--- config.mk ---
export PLATFORM = sky130hd
export DESIGN_NAME = csh_cyc_arb
export DESIGN_NICKNAME = d
export VERILOG_FILES = /design/src/rtl/csh_cyc_arb.sv
export SDC_FILE = /design/constraint.sdc
export NUM_CORES = 1
export LEC_CHECK = 0
export BUFFER_PORTS_ARGS = -buffer_cell sky130_fd_sc_hd__buf_2
export CAP_MARGIN = 20
export CORE_MARGIN = 3
export CORE_UTILIZATION = 60
export CTS_BUF_LIST = sky130_fd_sc_hd__clkbuf_8
export DETAILED_ROUTE_END_ITERATION = 6
export HOLD_SLACK_MARGIN = 0.02
export PLACE_DENSITY = 0.9
export SLEW_MARGIN = 20
export SYNTH_ARGS = -nofsm -noshare
export SYNTH_HDL_FRONTEND = slang
export SYNTH_SLANG_ARGS = --single-unit
--- constraint.sdc ---
create_clock -name CLK -period 3.75 [get_ports CLK]
set_input_delay 0 -clock CLK [delete_from_list [all_inputs] [get_ports CLK]]
set_output_delay 0 -clock CLK [all_outputs]
set_load 0.01 [all_outputs]
--- src/rtl/csh_cyc_arb.sv ---
// Cache cycle arbiter/sequencer: grants the cache to CHAN, EBOX or CCA and walks the
// granted cycle through lookup, victim writeback, page refill and line fill for PMA.
module csh_cyc_arb #(
   parameter int FILL_WORDS   = 4,
   parameter int STARVE_LIMIT = 8,
   parameter int MEM_TIMEOUT  = 255
) (
   input  logic       CLK,
   input  logic       RESET_n,
   input  logic       EBOX_REQ,
   input  logic       CHAN_REQ,
   input  logic       CCA_REQ,
   input  logic       CSH_HIT,
   input  logic       VICTIM_DIRTY,
   input  logic       PAGE_MISS,
   input  logic       MEM_ACK,
   input  logic       MEM_DATA_VALID,
   output logic       EBOX_REQ_GRANT,
   output logic       CHAN_REQ_GRANT,
   output logic       CCA_REQ_GRANT,
   output logic       READY_TO_GO,
   output logic       WRITEBACK_T2,
   output logic       PAGE_REFILL_T4,
   output logic       MEM_START,
   output logic       MEM_WRITE,
   output logic       PT_WRITE,
   output logic       EBOX_DONE,
   output logic       CHAN_DONE,
   output logic       CCA_DONE,
   output logic       PAGE_FAIL,
   output logic       NXM_ERR,
   output logic       BUSY,
   output logic [1:0] OWNER,
   output logic [3:0] dbg_state
);

   // Requests are levels: a requester raises *_REQ and holds it until its *_DONE pulse;
   // the one-cycle *_REQ_GRANT pulse marks acceptance, and a request seen while BUSY waits.

   typedef enum logic [3:0] {
      S_IDLE, S_GRANT, S_LOOKUP, S_WB_T1, S_WB_T2, S_WB_WAIT, S_FILL_WAIT,
      S_RF_T1, S_RF_T2, S_RF_T3, S_RF_T4, S_RF_WAIT, S_RF_T5, S_DONE
   } state_t;

   localparam logic [1:0] OWN_NONE = 2'b00;
   localparam logic [1:0] OWN_EBOX = 2'b01;
   localparam logic [1:0] OWN_CHAN = 2'b10;
   localparam logic [1:0] OWN_CCA  = 2'b11;
   localparam int SW = $clog2(STARVE_LIMIT + 1);
   localparam int BW = $clog2(FILL_WORDS + 1);

   state_t        state;
   logic [SW-1:0] starve_cnt;
   logic [BW-1:0] beat_cnt;
   logic [7:0]    tmo_cnt;
   logic          retry;
   logic [1:0]    winner;
   logic          tmo_hit;

   // {cca, chan, ebox} one-hot select for grant and done pulses
   function automatic logic [2:0] own_onehot(input logic [1:0] own);
      logic [2:0] v;
      v = 3'b000;
      case (own)
         OWN_EBOX: v = 3'b001;
         OWN_CHAN: v = 3'b010;
         OWN_CCA:  v = 3'b100;
         default:  v = 3'b000;
      endcase
      return v;
   endfunction

   always_comb begin
      winner = OWN_NONE;
      if (CHAN_REQ)
         winner = OWN_CHAN;
      else if (CCA_REQ && (!EBOX_REQ || starve_cnt == SW'(STARVE_LIMIT)))
         winner = OWN_CCA;
      else if (EBOX_REQ)
         winner = OWN_EBOX;
   end

   assign tmo_hit   = (tmo_cnt == 8'(MEM_TIMEOUT - 1));
   assign dbg_state = state;

   always_ff @(posedge CLK or negedge RESET_n) begin
      if (!RESET_n) begin
         state          <= S_IDLE;
         starve_cnt     <= '0;
         beat_cnt       <= '0;
         tmo_cnt        <= '0;
         retry          <= 1'b0;
         EBOX_REQ_GRANT <= 1'b0;
         CHAN_REQ_GRANT <= 1'b0;
         CCA_REQ_GRANT  <= 1'b0;
         READY_TO_GO    <= 1'b0;
         WRITEBACK_T2   <= 1'b0;
         PAGE_REFILL_T4 <= 1'b0;
         MEM_START      <= 1'b0;
         MEM_WRITE      <= 1'b0;
         PT_WRITE       <= 1'b0;
         EBOX_DONE      <= 1'b0;
         CHAN_DONE      <= 1'b0;
         CCA_DONE       <= 1'b0;
         PAGE_FAIL      <= 1'b0;
         NXM_ERR        <= 1'b0;
         BUSY           <= 1'b0;
         OWNER          <= OWN_NONE;
      end else begin
         // Every output except BUSY/OWNER is a pulse for the state being entered.
         EBOX_REQ_GRANT <= 1'b0;
         CHAN_REQ_GRANT <= 1'b0;
         CCA_REQ_GRANT  <= 1'b0;
         READY_TO_GO    <= 1'b0;
         WRITEBACK_T2   <= 1'b0;
         PAGE_REFILL_T4 <= 1'b0;
         MEM_START      <= 1'b0;
         MEM_WRITE      <= 1'b0;
         PT_WRITE       <= 1'b0;
         EBOX_DONE      <= 1'b0;
         CHAN_DONE      <= 1'b0;
         CCA_DONE       <= 1'b0;
         PAGE_FAIL      <= 1'b0;
         NXM_ERR        <= 1'b0;
         if (!CCA_REQ)
            starve_cnt <= '0;

         case (state)
            S_IDLE: begin
               if (winner != OWN_NONE) begin
                  OWNER       <= winner;
                  BUSY        <= 1'b1;
                  READY_TO_GO <= 1'b1;
                  {CCA_REQ_GRANT, CHAN_REQ_GRANT, EBOX_REQ_GRANT} <= own_onehot(winner);
                  if (winner == OWN_EBOX && CCA_REQ)
                     starve_cnt <= starve_cnt + SW'(1);
                  else if (winner == OWN_CCA)
                     starve_cnt <= '0;
                  state <= S_GRANT;
               end
            end
            S_GRANT: state <= S_LOOKUP;
            S_LOOKUP: begin
               if (OWNER == OWN_EBOX && PAGE_MISS) begin
                  if (retry) begin
                     PAGE_FAIL <= 1'b1;
                     {CCA_DONE, CHAN_DONE, EBOX_DONE} <= own_onehot(OWNER);
                     state <= S_DONE;
                  end else begin
                     state <= S_RF_T1;
                  end
               end else if (CSH_HIT || (!VICTIM_DIRTY && OWNER == OWN_CCA)) begin
                  {CCA_DONE, CHAN_DONE, EBOX_DONE} <= own_onehot(OWNER);
                  state <= S_DONE;
               end else if (VICTIM_DIRTY) begin
                  state <= S_WB_T1;
               end else begin
                  MEM_START <= 1'b1;
                  tmo_cnt   <= '0;
                  state     <= S_FILL_WAIT;
               end
            end
            S_WB_T1: begin
               WRITEBACK_T2 <= 1'b1;
               MEM_START    <= 1'b1;
               MEM_WRITE    <= 1'b1;
               state        <= S_WB_T2;
            end
            S_WB_T2: begin
               tmo_cnt <= '0;
               state   <= S_WB_WAIT;
            end
            S_WB_WAIT: begin
               if (MEM_ACK) begin
                  tmo_cnt <= '0;
                  if (OWNER == OWN_CCA) begin
                     {CCA_DONE, CHAN_DONE, EBOX_DONE} <= own_onehot(OWNER);
                     state <= S_DONE;
                  end else begin
                     MEM_START <= 1'b1;
                     state     <= S_FILL_WAIT;
                  end
               end else if (tmo_hit) begin
                  NXM_ERR <= 1'b1;
                  {CCA_DONE, CHAN_DONE, EBOX_DONE} <= own_onehot(OWNER);
                  state <= S_DONE;
               end else begin
                  tmo_cnt <= tmo_cnt + 8'd1;
               end
            end
            S_FILL_WAIT: begin
               if (MEM_DATA_VALID) begin
                  tmo_cnt <= '0;
                  if (beat_cnt == BW'(FILL_WORDS - 1)) begin
                     beat_cnt <= '0;
                     {CCA_DONE, CHAN_DONE, EBOX_DONE} <= own_onehot(OWNER);
                     state <= S_DONE;
                  end else begin
                     beat_cnt <= beat_cnt + BW'(1);
                  end
               end else if (tmo_hit) begin
                  beat_cnt <= '0;
                  NXM_ERR  <= 1'b1;
                  {CCA_DONE, CHAN_DONE, EBOX_DONE} <= own_onehot(OWNER);
                  state <= S_DONE;
               end else begin
                  tmo_cnt <= tmo_cnt + 8'd1;
               end
            end
            S_RF_T1: state <= S_RF_T2;
            S_RF_T2: state <= S_RF_T3;
            S_RF_T3: begin
               PAGE_REFILL_T4 <= 1'b1;
               MEM_START      <= 1'b1;
               state          <= S_RF_T4;
            end
            S_RF_T4: begin
               tmo_cnt <= '0;
               state   <= S_RF_WAIT;
            end
            S_RF_WAIT: begin
               if (MEM_DATA_VALID) begin
                  tmo_cnt  <= '0;
                  PT_WRITE <= 1'b1;
                  state    <= S_RF_T5;
               end else if (tmo_hit) begin
                  NXM_ERR <= 1'b1;
                  {CCA_DONE, CHAN_DONE, EBOX_DONE} <= own_onehot(OWNER);
                  state <= S_DONE;
               end else begin
                  tmo_cnt <= tmo_cnt + 8'd1;
               end
            end
            S_RF_T5: begin
               retry <= 1'b1;
               state <= S_LOOKUP;
            end
            S_DONE: begin
               OWNER <= OWN_NONE;
               BUSY  <= 1'b0;
               retry <= 1'b0;
               state <= S_IDLE;
            end
            default: state <= S_IDLE;
         endcase
      end
   end

endmodule

-- Word-level counts from Yosys, hierarchy flattened
Cells that the tools add are included.
- register bits: 36
- output and inout bits: 21
- RAM bits: 0
- word-level logic and storage cells: 162
- bits in latches: 0
- memories kept: 0
- bits of input ports: 10
- memory bits (read-only): 0
- add/subtract/negate cells: 3
- muxes and demuxes: 90
- reductions and logical operators: 22
- bitwise operators: 0
- magnitude comparators: 0
- divide/modulo/power cells: 0
- multipliers: 0
- shift operators: 0
- equal/unequal tests: 27
- operators with widths (operator ; count):
    $mux 4 ; 15
    $mux 1 ; 50
    $mux 8 ; 6
    $pmux 4 s12 ; 1
    $pmux 8 s4 ; 1
    $eq 4x4->1 const B ; 7
    $pmux 3 s3 ; 2
    $eq 4x3->1 const B ; 4
    $mux 3 ; 4
    $pmux 1 s4 ; 3
    $add 8x1->8 const B ; 1
    $eq 2x2->1 const B ; 4
    $eq 4x2->1 const B ; 2
    $eq 8x8->1 const B ; 1
    $ne 2x2->1 const B ; 4
    $reduce_bool 2->1 ; 4
    $reduce_or 2->1 ; 4
    $mux 2 ; 3
    $pmux 1 s2 ; 3
    $reduce_and 2->1 ; 3
    $add 4x1->4 const B ; 1
    $eq 2x1->1 const B ; 2
    $eq 4x1->1 const B ; 1
    $logic_and 1x1->1 ; 4
    other kinds (10) ; 12

-- Logic depth before layout (Yosys ltp)
- depth after elaboration: 10
- depth in mapped cells: 6
- gate-level depth less buffers: 6

-- Worst setup path before layout
Ideal clock, no wire load.
- path type: register to register
- start point: reg state[3] (netlist: dbg_state[3])
- end point: reg starve_cnt[2]
- stages on the path, launching flop included: 5
- setup slack: 2.089 ns
- buffers on the path: 1
- required time: 3.610 ns
- arrival time: 1.522 ns
- library setup time: 0.140 ns
- path through: dfrtp_1 buf_4 or4_4 o311ai_0 o41ai_1
- longest elaborated chain between the ends: 2
- ends and longest elaborated chain (what ; RTL line ; RTL):
    from (decl) ; 52 ; state_t state;
    from (signal assigned) ; 88 ; state <= S_IDLE;
    from (signal assigned) ; 139 ; state <= S_GRANT;
    from (signal assigned) ; 142 ; S_GRANT: state <= S_LOOKUP;
    $logic_not 4->1 ; 128 ; case (state)
    $mux 4 ; 128 ;
    to (signal assigned) ; 136 ; starve_cnt <= starve_cnt + SW'(1);
    to (decl) ; 53 ; logic [SW-1:0] starve_cnt;
Every way passes these cells.
A chain may end at the register's enable or synchronous reset.

-- Worst setup path in the final report
- start point: reg state[0] (netlist: dbg_state[0])
- end point: reg tmo_cnt[4]
- longest elaborated chain between the ends: 4
- elaborated cells between the ends (all ways): 14
- ends and longest elaborated chain (what ; RTL line ; RTL):
    $eq 4x4->1 / $eq 4x3->1 (equally long branches) ; 128 ;
    $reduce_or 2->1 (no source line) ; -- ;
    $reduce_bool 4->1 (no source line) ; -- ;
    $reduce_and 4->1 (no source line) ; -- ;
    to (signal assigned) ; 188 ; tmo_cnt <= tmo_cnt + 8'd1;
    to (signal assigned) ; 207 ; tmo_cnt <= tmo_cnt + 8'd1;
    to (signal assigned) ; 231 ; tmo_cnt <= tmo_cnt + 8'd1;
    to (decl) ; 55 ; logic [7:0] tmo_cnt;
Parallel ways exist; a longest one is shown, timed or not.

==> run_results.csv <==
group,metric,value,unit
routing,drt-pass1-iter-count,5,
setup_path,cp-end-kind,"flop",
hold_path,hold_start,"EBOX_REQ",
power,ir_drop,0.000352,V
timing,hold_viol,0,
placement,routabilityCongestion,0.935,
synth,synthAdderAreaFrac,2.89,%
floorplan,core_region_area,3420,um2
synth,synth.distinct_cells,61,
setup_path,cp.arrival,2.31,ns
timing,worst_slew_pin_slew,0.778,ns
finish,final_cells,305,
flow_run,maxCapViolCount,0,
global_route,track_usage,24.6,%
floorplan,dieWidth,66.1,um
routing,drtAntennaViolNets,0,
floorplan,die_area,4370,um2
routing,wl,4.86,mm
clock_tree,cts_sinks,36,
timing,min_period,2.08,ns
synth,synth.area.mux_share,0.982,%
placement,io_buffers,30,
placement,dp_hpwl,3.44,mm
finish,synthToLayoutAreaGrowth,10.3,%
synth,synth_cells,234,
power,power.density,640,nW/um2
synth,synth_top_area_share,41.6,%
timing,post-route-period-util,55.5,%
setup_path,critPathMaxFanout,23,
floorplan,initial_core_util,63.4,%
synth,async_flop_share,100,%
timing,clock.fmax,0.480,GHz
finish,drive_gt1_share,17.0,%
finish,final_nets,274,
global_route,grt_pass1_wl,8.22,mm
synth,synth_common_cells,"dfrtp_1 (36), nand2_1 (17), o21ai_0 (16), nand3_1 (15), nor2_1 (15)",
clock_tree,worstSkewPairLatency,0.29,ns
routing,drtIter0Drc,177,
floorplan,num_rows,21,
synth,synth.most_common_cell,"dfrtp_1",
clock_tree,path_clk_slew,0.07,ns
routing,wl_per_cell,15.9,um
timing,fin_worst_skew,0.00482,ns
setup_path,path_class,"flop to flop",
synth,yosys.area_share.simple,23.5,%
timing,slew_violations,0,
hold_path,whs_endpoint,"EBOX_REQ_GRANT",
hold_path,min_path_cells,2,
synth,yosysWarnings,0,
synth,ys_ff_latch,36,
floorplan,die_y,66.1,um
setup_path,rrSetupSlack,1.67,ns
placement,dpl.cell_count,297,
synth,yosysSeqAreaShare,41.6,%
clock_tree,clk_path_buf_depth,2,
synth,syn-num-nets,249,
synth,synth_top_family_by_area,"compound AO/OA/AOI/OAI gates",
clock_tree,h-tree-depth,2,
floorplan,ios,31,
global_route,antenna_found_initial,0,
global_route,grt_max_degree,37,
outcome,outcome,"complete, no violations",
setup_path,worst_path_max_delay_cell,"dfrtp_1",
hold_path,hp-class,"primary input to flop",
setup_path,rr_endpoint,"tmo_cnt[4]",
clock_tree,cts.repair.resized,0,
synth,synth_compound_area_share,26.2,%
timing,rsz0062_at_grt,"no",
routing,drcViolationCount,0,
setup_path,start_kind,"flop",
finish,antenna_cells,0,
setup_path,max_stage_delay,0.83,ns
global_route,grt_pass1_vias,1727,
synth,synth_area,2170,um2
setup_path,worstPathCellList,"nand2_1 -> a2bb2oi_1 -> and2_1 -> o22a_1",
routing,via_per_inst,6.43,
timing,setup_violations,0,
power,leakagePower,1.07,nW
clock_tree,clockRootBuffer,"clkbuf_8",
setup_path,reg2reg_depth,4,
setup_path,required,3.98,ns
timing,final.setup.tns,0,ns
clock_tree,cts_buffers,5,
timing,slew_headroom,48.1,%
synth,syn-mean-instance-area,9.26,um2
routing,num_vias,1962,
setup_path,worstReg2RegStart,"dbg_state[0]",
synth,ys_top_cells_by_area,"dfrtp_1 (42%), o21ai_0 (3.7%), nand3_1 (3.5%)",
synth,synthXorXnorAreaFrac,0,%
clock_tree,cts_tree,"yes",
synth,synth_top_area_cell,"dfrtp_1",
synth,synth_edf_count,0,
global_route,grt-ovfl-total,0,
synth,synthFlopType,"dfrtp_1",
[worst max path at each step]
stage                      start            end  slack (ns)  cells after the start
floorplan           dbg_state[3]  starve_cnt[2]        2.09                      4
global placement    dbg_state[2]     tmo_cnt[4]        1.76                      4
detailed placement  dbg_state[2]     tmo_cnt[4]        1.74                      4
CTS                 dbg_state[0]     tmo_cnt[4]        1.72                      4
global route        dbg_state[0]     tmo_cnt[4]        1.55                      4
finish              dbg_state[0]     tmo_cnt[4]        1.67                      4
[final cells by class]
class	instances	area [um2]
clock buffer	5	68.8
multi-input combinational	176	1160
clock inverter	2	8.76
tap	46	57.6
inverter	9	33.8
fill	273	1030
sequential	36	901
timing repair buffer	31	160
[metal layers]
layer / routed length [um] / track usage [%]
met4: 143 / 11.4
met3: 408 / 5.44
met2: 2100 / 35.3
met5: 0 / 0
met1: 2200 / 35.2
[metrics by stage]
stage	setup WS [ns]	util, %	hold WS, ns	cell area, um2	power (mW)
after floorplan	2.09	-	-0.296	2170	1.12
after global placement	1.76	67.4	0.116	2300	1.25
after detailed placement	1.74	67.4	0.123	2300	1.26
after CTS	1.72	69.9	0.0314	2390	1.52
after global routing	1.55	69.9	0.0559	2390	1.63
final	1.67	69.9	0.0359	2390	1.53
[placed cells by master (no fill, tap or decap), types with 2 or more instances in the layout]
cell and count:
and3_1 4, o31ai_1 3, nand2b_1 5, ha_1 5
a21oi_1 11, nor3b_1 2, nor2b_1 7, dfrtp_1 36
buf_2 30, nand2_1 17, o221ai_1 2, o211ai_1 4
a211o_1 3, o32a_1 2, or3_1 2, clkbuf_8 5
and4b_1 2, or4_1 2, a21boi_0 2, a22oi_1 3
a31oi_1 3, inv_1 10, nor2_1 15, nand3_1 15
o21a_1 4, o22ai_1 5, a32o_1 2, o311ai_0 3
nor3_1 5, a32oi_1 2, a21o_1 3, o21ai_0 16
[kinds of logic (layout without fill, tap and decap cells)]
group | count (synthesis) | count (layout)
compound gates | 80 | 80
fa+ha+maj | 5 | 5
buf+inv | 22 | 47
flops | 36 | 36
mux | 2 | 2
simple gates | 89 | 89
[where the power goes]
| part | switching [mW] | internal, mW | total, mW |
|---|---|---|---|
| combinational | 0.351 | 0.273 | 0.624 |
| sequential | 0.187 | 0.467 | 0.654 |
| clock | 0.128 | 0.123 | 0.251 |
| total | 0.666 | 0.863 | 1.53 |
[state kept, by name, summed over array words and instances (netlist names), 2 cells and up]
signal / cells
OWNER: 2
beat_cnt: 3
starve_cnt: 4
dbg_state: 4
tmo_cnt: 8
[worst max-delay path, delay by kind of cell, from the launching register on]
kind	cells	cell delay (ns)
simple gates	2	0.54
flops	1	0.83
compound gates	2	0.65
[repair_timing]
| item | 4_1_cts | 5_1_grt |
|---|---|---|
| setup buffers | 0 | 0 |
| setup endpoints to repair | 0 | 0 |
| hold buffers | 1 | 0 |
| hold endpoints to repair | 36 | 0 |
Note: power is estimated with default switching activity, not from simulation.
